--- src/rtl/par2ser.sv ---
// par2ser: parallel-to-serial converter.
//
// Accepts a WIDTH-bit word over a valid/ready handshake and sends it out one
// bit per clock on ser_o. ser_o comes straight from a flop. Words stream
// back-to-back with no idle cycle between frames.
//
// Optional feature: define PAR2SER_PARITY_EN to append an even-parity bit to
// every frame. Each frame is then WIDTH+1 bits, and last_o marks the parity
// bit. With the macro undefined, frames are WIDTH bits and last_o marks the
// final data bit.
//
// Parameters
//   WIDTH       data word width, 2..32
//   LSB_FIRST   0 = MSB sent first, 1 = LSB sent first
// Ports
//   clk          system clock, rising edge
//   reset        asynchronous active-low reset
//   data_i       parallel word, captured only on an accept
//   valid_i      upstream offers data_i
//   ready_o      block can accept a word this cycle (decoded from state)
//   ser_o        serial bit (registered)
//   ser_valid_o  ser_o carries a frame bit
//   last_o       ser_o is the final bit of the frame
//   dbg_state_o  current FSM state (0 idle, 1 shift, 2 parity)
//
// Handshake: a word is accepted on a rising clk edge where valid_i and
// ready_o are both 1. While ready_o is 0, valid_i and data_i are ignored.
// The upstream holds valid_i and data_i stable until that edge.
module par2ser #(
  parameter int WIDTH     = 4,
  parameter int LSB_FIRST = 0
) (
  input  logic             clk,
  input  logic             reset,
  input  logic [WIDTH-1:0] data_i,
  input  logic             valid_i,
  output logic             ready_o,
  output logic             ser_o,
  output logic             ser_valid_o,
  output logic             last_o,
  output logic [1:0]       dbg_state_o
);

  localparam int CW = $clog2(WIDTH);

  typedef enum logic [1:0] {
    S_IDLE   = 2'd0,
    S_SHIFT  = 2'd1,
    S_PARITY = 2'd2
  } state_e;

  state_e           state_q, state_d;
  logic [WIDTH-1:0] shreg_q, shreg_d;  // bits still to send, next one at the head
  logic [CW-1:0]    cnt_q, cnt_d;      // bits remaining after the one on ser_o
  logic             ser_q, ser_d;
`ifdef PAR2SER_PARITY_EN
  logic             par_q, par_d;      // even parity of the captured word
`endif
  logic             accept;

  // The head of a word is the bit that goes out next.
  function automatic logic head(input logic [WIDTH-1:0] v);
    return (LSB_FIRST != 0) ? v[0] : v[WIDTH-1];
  endfunction

  function automatic logic [WIDTH-1:0] drop(input logic [WIDTH-1:0] v);
    return (LSB_FIRST != 0) ? (v >> 1) : (v << 1);
  endfunction

  assign accept = valid_i & ready_o;

  // State register
  always_ff @(posedge clk or negedge reset) begin
    if (!reset) begin
      state_q <= S_IDLE;
      shreg_q <= '0;
      cnt_q   <= '0;
      ser_q   <= 1'b0;
`ifdef PAR2SER_PARITY_EN
      par_q   <= 1'b0;
`endif
    end else begin
      state_q <= state_d;
      shreg_q <= shreg_d;
      cnt_q   <= cnt_d;
      ser_q   <= ser_d;
`ifdef PAR2SER_PARITY_EN
      par_q   <= par_d;
`endif
    end
  end

  // Next-state logic. ser_d is the bit that ser_o shows in the next cycle.
  // The first bit of a new word is loaded directly into ser_q. This lets the
  // first bit appear one cycle after the accept, and it lets a new frame
  // follow the last bit of the previous frame without a gap.
  always_comb begin
    state_d = state_q;
    shreg_d = shreg_q;
    cnt_d   = cnt_q;
    ser_d   = 1'b0;
`ifdef PAR2SER_PARITY_EN
    par_d   = par_q;
`endif

    case (state_q)
      S_IDLE: begin
        state_d = S_IDLE;
      end
      S_SHIFT: begin
        if (cnt_q != '0) begin
          ser_d   = head(shreg_q);
          shreg_d = drop(shreg_q);
          cnt_d   = cnt_q - CW'(1);
        end else begin
`ifdef PAR2SER_PARITY_EN
          state_d = S_PARITY;
          ser_d   = par_q;
`else
          state_d = S_IDLE;
`endif
          shreg_d = '0;
        end
      end
      S_PARITY: begin
        state_d = S_IDLE;
      end
      default: begin
        state_d = S_IDLE;
        shreg_d = '0;
        cnt_d   = '0;
      end
    endcase

    // An accept can only happen in a state that ends a frame or is idle.
    // Loading the new word therefore overrides whatever the case chose.
    if (accept) begin
      state_d = S_SHIFT;
      ser_d   = head(data_i);
      shreg_d = drop(data_i);
      cnt_d   = CW'(WIDTH - 1);
`ifdef PAR2SER_PARITY_EN
      par_d   = ^data_i;
`endif
    end
  end

  // Output decode
  always_comb begin
    ready_o     = 1'b0;
    last_o      = 1'b0;
    ser_valid_o = (state_q != S_IDLE);
    ser_o       = ser_q;
    dbg_state_o = state_q;
    case (state_q)
      S_IDLE: ready_o = 1'b1;
      S_SHIFT: begin
`ifndef PAR2SER_PARITY_EN
        ready_o = (cnt_q == '0);
        last_o  = (cnt_q == '0);
`endif
      end
      S_PARITY: begin
        ready_o = 1'b1;
        last_o  = 1'b1;
      end
      default: begin
        ready_o = 1'b0;
        last_o  = 1'b0;
      end
    endcase
  end

endmodule

--- config.mk ---
export PLATFORM = sky130hd
export DESIGN_NAME = par2ser
export DESIGN_NICKNAME = d
export VERILOG_FILES = /design/src/rtl/par2ser.sv
export SDC_FILE = /design/constraint.sdc
export NUM_CORES = 1
export LEC_CHECK = 0
export BUFFER_PORTS_ARGS = -buffer_cell sky130_fd_sc_hd__buf_2
export CAP_MARGIN = 5
export CORE_AREA = 2 2 39 41
export DETAILED_ROUTE_END_ITERATION = 10
export DIE_AREA = 0 0 41 43
export GPL_ROUTABILITY_DRIVEN = 1
export GPL_TIMING_DRIVEN = 0
export SLEW_MARGIN = 15
export SYNTH_ARGS = -nofsm -noshare
export SYNTH_HDL_FRONTEND = slang
export SYNTH_SLANG_ARGS = --single-unit
--- constraint.sdc ---
create_clock -name clk -period 1.3 [get_ports clk]
set_input_delay 0.195 -clock clk [delete_from_list [all_inputs] [get_ports clk]]
set_output_delay 0.195 -clock clk [all_outputs]
set_load 0.005 [all_outputs]
# Word-level counts from Yosys, hierarchy flattened

Index checks and enable logic that the tools add are counted.

Register bits after elaboration: 9
Latch bits: 0
Memory bits (writable): 0
Bits in read-only memories: 0
Bits of input ports: 7
Output and inout port bits: 6
Word-level logic and storage cells: 31
Memories: 0

$add $sub $neg: 1
Multipliers: 0
Divide/modulo/power cells: 0
Order comparisons: 0
Equality and inequality tests: 5
Shift-type cells: 0
Multiplexer cells: 14
Bitwise logic cells: 1
Reductions and logical operators: 6

Operators by type and width:

| operator                                                                 | number |
|---|---|
| 2-bit 2-to-1 mux                                                         | 5 |
| 4-bit 2-to-1 mux                                                         | 2 |
| 4-bit case mux with 2 select lines                                       | 1 |
| 3-bit inequality test (second input constant)                            | 2 |
| 2-bit logical NOT                                                        | 2 |
| 1-bit case mux with 2 select lines                                       | 2 |
| 2-bit case mux with 2 select lines                                       | 1 |
| 2-bit nonzero test                                                       | 2 |
| 1-bit 2-to-1 mux                                                         | 3 |
| 2-bit by 1-bit == test with 1-bit output (second input constant)         | 1 |
| 2-bit == test (second input constant)                                    | 1 |
| 2-bit by 1-bit inequality test with 1-bit output (second input constant) | 1 |
| 2-bit AND reduction                                                      | 1 |
| 2-bit OR reduction                                                       | 1 |
| 2-bit by 1-bit subtractor with 2-bit output (second input constant)      | 1 |
| 1-bit AND                                                                | 1 |

# Depth between registers and ports, before layout

Word-level depth: 6
Mapped depth: 5
Depth with buffers taken out: 4

# Worst setup path before layout

Ideal clock, no wire load.

Kind: register to register
Start point: register cnt_q[0]
End point: register shreg_q[2]
Setup time: 90 ps
Arrival: 1,038 ps
Required time: 1,210 ps
Setup slack: 172 ps
Cell stages (with the launch flop): 6
Buffers on the path: 1
Period minus slack after synthesis: 1,128 ps
Path through: dfrtp_1 inv_1 ha_1 nand2b_1 buf_6 o221ai_1

Longest elaborated chain between the ends: 4
Elaborated cells on any way between the ends: 8
Those cells by class: eq/ne (1); mux (4); bitwise (1); reduce/logical (2)

Ends and longest elaborated chain:

| element                                                                                               | RTL line | source |
|---|---|---|
| start: declaration                                                                                    | 54       | `logic [CW-1:0] cnt_q, cnt_d;` |
| start signal: assignment                                                                              | 85       | `cnt_q <= cnt_d;` |
| 2-bit logical NOT *                                                                                   | 159      | `ready_o = (cnt_q == '0);` |
| 1-bit case mux with 2 select lines *                                                                  | 155      | `case (state_q)` |
| net ready_o                                                                                           | 37       | `output logic ready_o,` |
| 1-bit AND *                                                                                           | 70       | `assign accept = valid_i & ready_o;` |
| 2-bit by 1-bit inequality test with 1-bit output (no line) / 4-bit 2-to-1 mux (equally long branches) | -        |  |
| end signal: assignment                                                                                | 84       | `shreg_q <= shreg_d;` |
| end: declaration                                                                                      | 53       | `logic [WIDTH-1:0] shreg_q, shreg_d;` |

Mark *: on every way through the listed nets, which the timed path passes. The rest lies on a longest branch.
A chain may end at the register's enable or synchronous reset.

# Final worst setup path

Start point: register cnt_q[0]
End point: output last_o

Longest elaborated chain between the ends: 2

Ends and longest elaborated chain:

| element                            | RTL line | source |
|---|---|---|
| 2-bit logical NOT                  | 160      | `last_o = (cnt_q == '0);` |
| 1-bit case mux with 2 select lines | 155      |  |
| end: declaration                   | 40       | `output logic last_o,` |

No other way between the ends.

==> results by group <==
Min path
  – HP Start: data_i[3]
  – Hold Path Depth: 3
  – Worst hold path type: in -> reg
  – Endpoint, Worst Hold: ser_o$_DFF_PN0_

Routing
  – DRT Pass-1 Iters: 1
  – Via density: 4.15
  – DR WL/cell: 10.1 um
  – Final ANT Viol Nets: 0
  – Initial DRC count: 0
  – DR DRC count: 0
  – Vias: 295
  – WL final: 718 um

Layout
  – Share of post-route cells with drive strength above 1: 49.1%
  – Non-Filler Cell Area, Final: 541 um2
  – Finished Core Util: 39.1%
  – # fillers: 141
  – Nets: 64
  – Non-Filler Instances: 71
  – Area Growth Syn to Fin: 45.5%
  – N_diodes: 0

Clock tree
  – Total CTS buffers: 3
  – Worst-Skew Late Latency: 0.25 ns
  – # H-tree levels: 1
  – CTS Buffer Depth: 2
  – CTS tree: yes
  – Clk sinks: 7
  – Clk root buf: clkbuf_4
  – Clk slew on worst S/H paths: 0.05 ns

Yosys
  – Register area share after synthesis: 47.1%
  – Post-synth top area cell: dfrtp_1
  – Ys Warns: 0
  – Synthesized area per cell: 10.3 um2
  – Count of cell types in the netlist: 14
  – FF+latch count, synth: 7
  – Synth Instances: 36
  – Syn Nets: 44
  – Synth top area share: 47.1%
  – Synth top area cells: dfrtp_1 (47%), mux2i_1 (16%), buf_4 (6.1%)
  – Synthesized cell area: 372 um2

Die
  – Die height: 43 um
  – Die X: 41 um
  – Starting Density: 26.9%
  – IO Pins: 13
  – Row count: 14
  – CORE AREA: 1380 um2
  – Die area: 1760 um2

Timing
  – Final setup violation count: 0
  – FMAX: 789 MHz
  – Worst setup margin: 0.0325 ns
  – Final slew viol count: 0
  – Period utilisation layout: 97.5%
  – Max Clock Skew: 0.00227 ns
  – RSZ-0062 raised after global routing: true
  – Tmin final: 1.27 ns
  – Final hold violations: 0

Critical path
  – Reg2reg setup slack: 0.15 ns
  – CP delay by family, top: flip-flops
  – WP data arrival: 1.07 ns
  – R2R cell count: 5
  – Buf+Inv Stages, Crit Path: 2
  – FF-to-FF Start: cnt_q[0]$_DFFE_PN0P_
  – Largest stage delay, worst path: 0.36 ns
  – Crit-path slowest cell: dfrtp_1
  – Crit-path cells: inv_2 -> ha_4 -> and2_4 -> buf_6
  – Setup Crit Path Kind: reg -> out
  – R2r endpoint: shreg_q[3]$_DFFE_PN0P_
  – Crit. path cell count: 4
  – Max FO, Critical Path: 3
  – Crit path capture type: primary output
  – Worst path required time: 1.11 ns
  – CP Launch Type: flip-flop

Global routing
  – First-pass GRT wire length: 1050 um
  – Largest net degree at the start of global routing: 11
  – Antenna violations before repair: 0
  – Vias in the first global route: 275
  – GRT Total Usage: 9.28%
  – Total congestion overflow: 0

Pwr
  – Leak Pwr: 0.000273 uW
  – Power per cell area: 2130 nW/um2
  – Max VDD drop: 0.810 mV
  – Total power: 1150 uW

Placement
  – Dpl cell area: 442 um2
  – Place WS: 0.0238 ns
  – Placer Congestion: 0.641
  – Dpl cells: 62
  – HPWL Detailed: 484 um
  – Port bufs: 10

Run status
  – Status: finished clean

Job
  – Max-cap violations: 0
[per-stage QoR]
stage	hold WS, ns	setup TNS, ns
after floorplan	-0.101	0
after global placement	0.0340	0
after detailed placement	0.0347	0
after CTS	0.195	-0.0573
after global routing	0.198	-0.0271
final	0.201	0
[worst reg2reg max path, cell delays in order, from the launching register on]
cell and delay [ns]:
dfrtp_1 0.36, inv_2 0.06, ha_4 0.16, nand2b_4 0.14
buf_4 0.17, o221ai_1 0.18
[layout make-up]
cell class / count / area (um2) / area share [%]
Tap cell: 16 / 20.0 / 3.70
Buffer: 3 / 22.5 / 4.17
Clock buffer: 3 / 22.5 / 4.17
Timing Repair Buffer: 16 / 110 / 20.4
Clock inverter: 1 / 5.00 / 0.926
Inverter: 5 / 18.8 / 3.47
Sequential cell: 7 / 175 / 32.4
Multi-Input combinational cell: 20 / 166 / 30.8
[cells by family after synthesis]
group / Yosys count / share of synthesized area, %
AO/OA/AOI/OAI: 3 / 6.06
adder cells (fa/ha/maj): 1 / 3.37
buffers and inverters: 9 / 14.1
flip-flops: 7 / 47.1
multiplexers: 6 / 16.2
other: 1 / 1.01
AND/OR/NAND/NOR: 9 / 12.1
[cells in the mapped netlist, drive strengths merged]
master  number
nand3        3
dfrtp        7
nand2b       2
and2         1
buf          4
o21ai        1
nor2         2
conb         1
nand2        1
inv          5
o221ai       2
ha           1
mux2i        6
[flip-flops by register name (all words and copies together) (netlist names)]
| register | cells |
|---|---|
| shreg_q | 3 |
| ser_o | 1 |
| dbg_state_o | 1 |
| cnt_q | 2 |
[placed cells by master (no fill, tap or decap), drive strengths merged]
cell type and count:
dlygate4sd3 1, o21ai 1, ha 1, buf 18, clkinv 1, clkbuf 3
nand2b 2, mux2i 6, conb 1, dfrtp 7, nand3 3, o221ai 2
nor2 2, nand2 1, and2 1, inv 5
[how the worst max path moves through the flow]
stage	to	from
after global placement	ready_o	cnt_q[0]$_DFFE_PN0P_
after floorplan	shreg_q[2]$_DFFE_PN0P_	cnt_q[0]$_DFFE_PN0P_
after detailed placement	ready_o	cnt_q[0]$_DFFE_PN0P_
final	last_o	cnt_q[0]$_DFFE_PN0P_
after global routing	ready_o	cnt_q[0]$_DFFE_PN0P_
after CTS	ready_o	cnt_q[1]$_DFFE_PN0P_
[power by group]
| part | switching (uW) | internal [uW] |
|---|---|---|
| Clock | 80.4 | 112 |
| Sequential | 61.1 | 307 |
| Combinational | 232 | 358 |
[layer usage]
metal  share of wire [%]  vias up  wire (um)  global-route usage, %
li1                    -      151          -                      -
met1                  45      136        324                   10.1
met4                   0        0          0                   8.00
met5                   0        -          0                      0
met2                  50        8        361                   13.4
met3                 4.6        0         33                   3.14
[repair_timing]
action,4_1_cts,5_1_grt
gates resized for setup,6,2
endpoints found under the setup margin,2,4
hold buffers,1,0
endpoints found under the hold margin,7,0
buffers inserted,4,1
pin swaps,1,1
gates cloned,0,0
(Power assumes the default switching activity.)
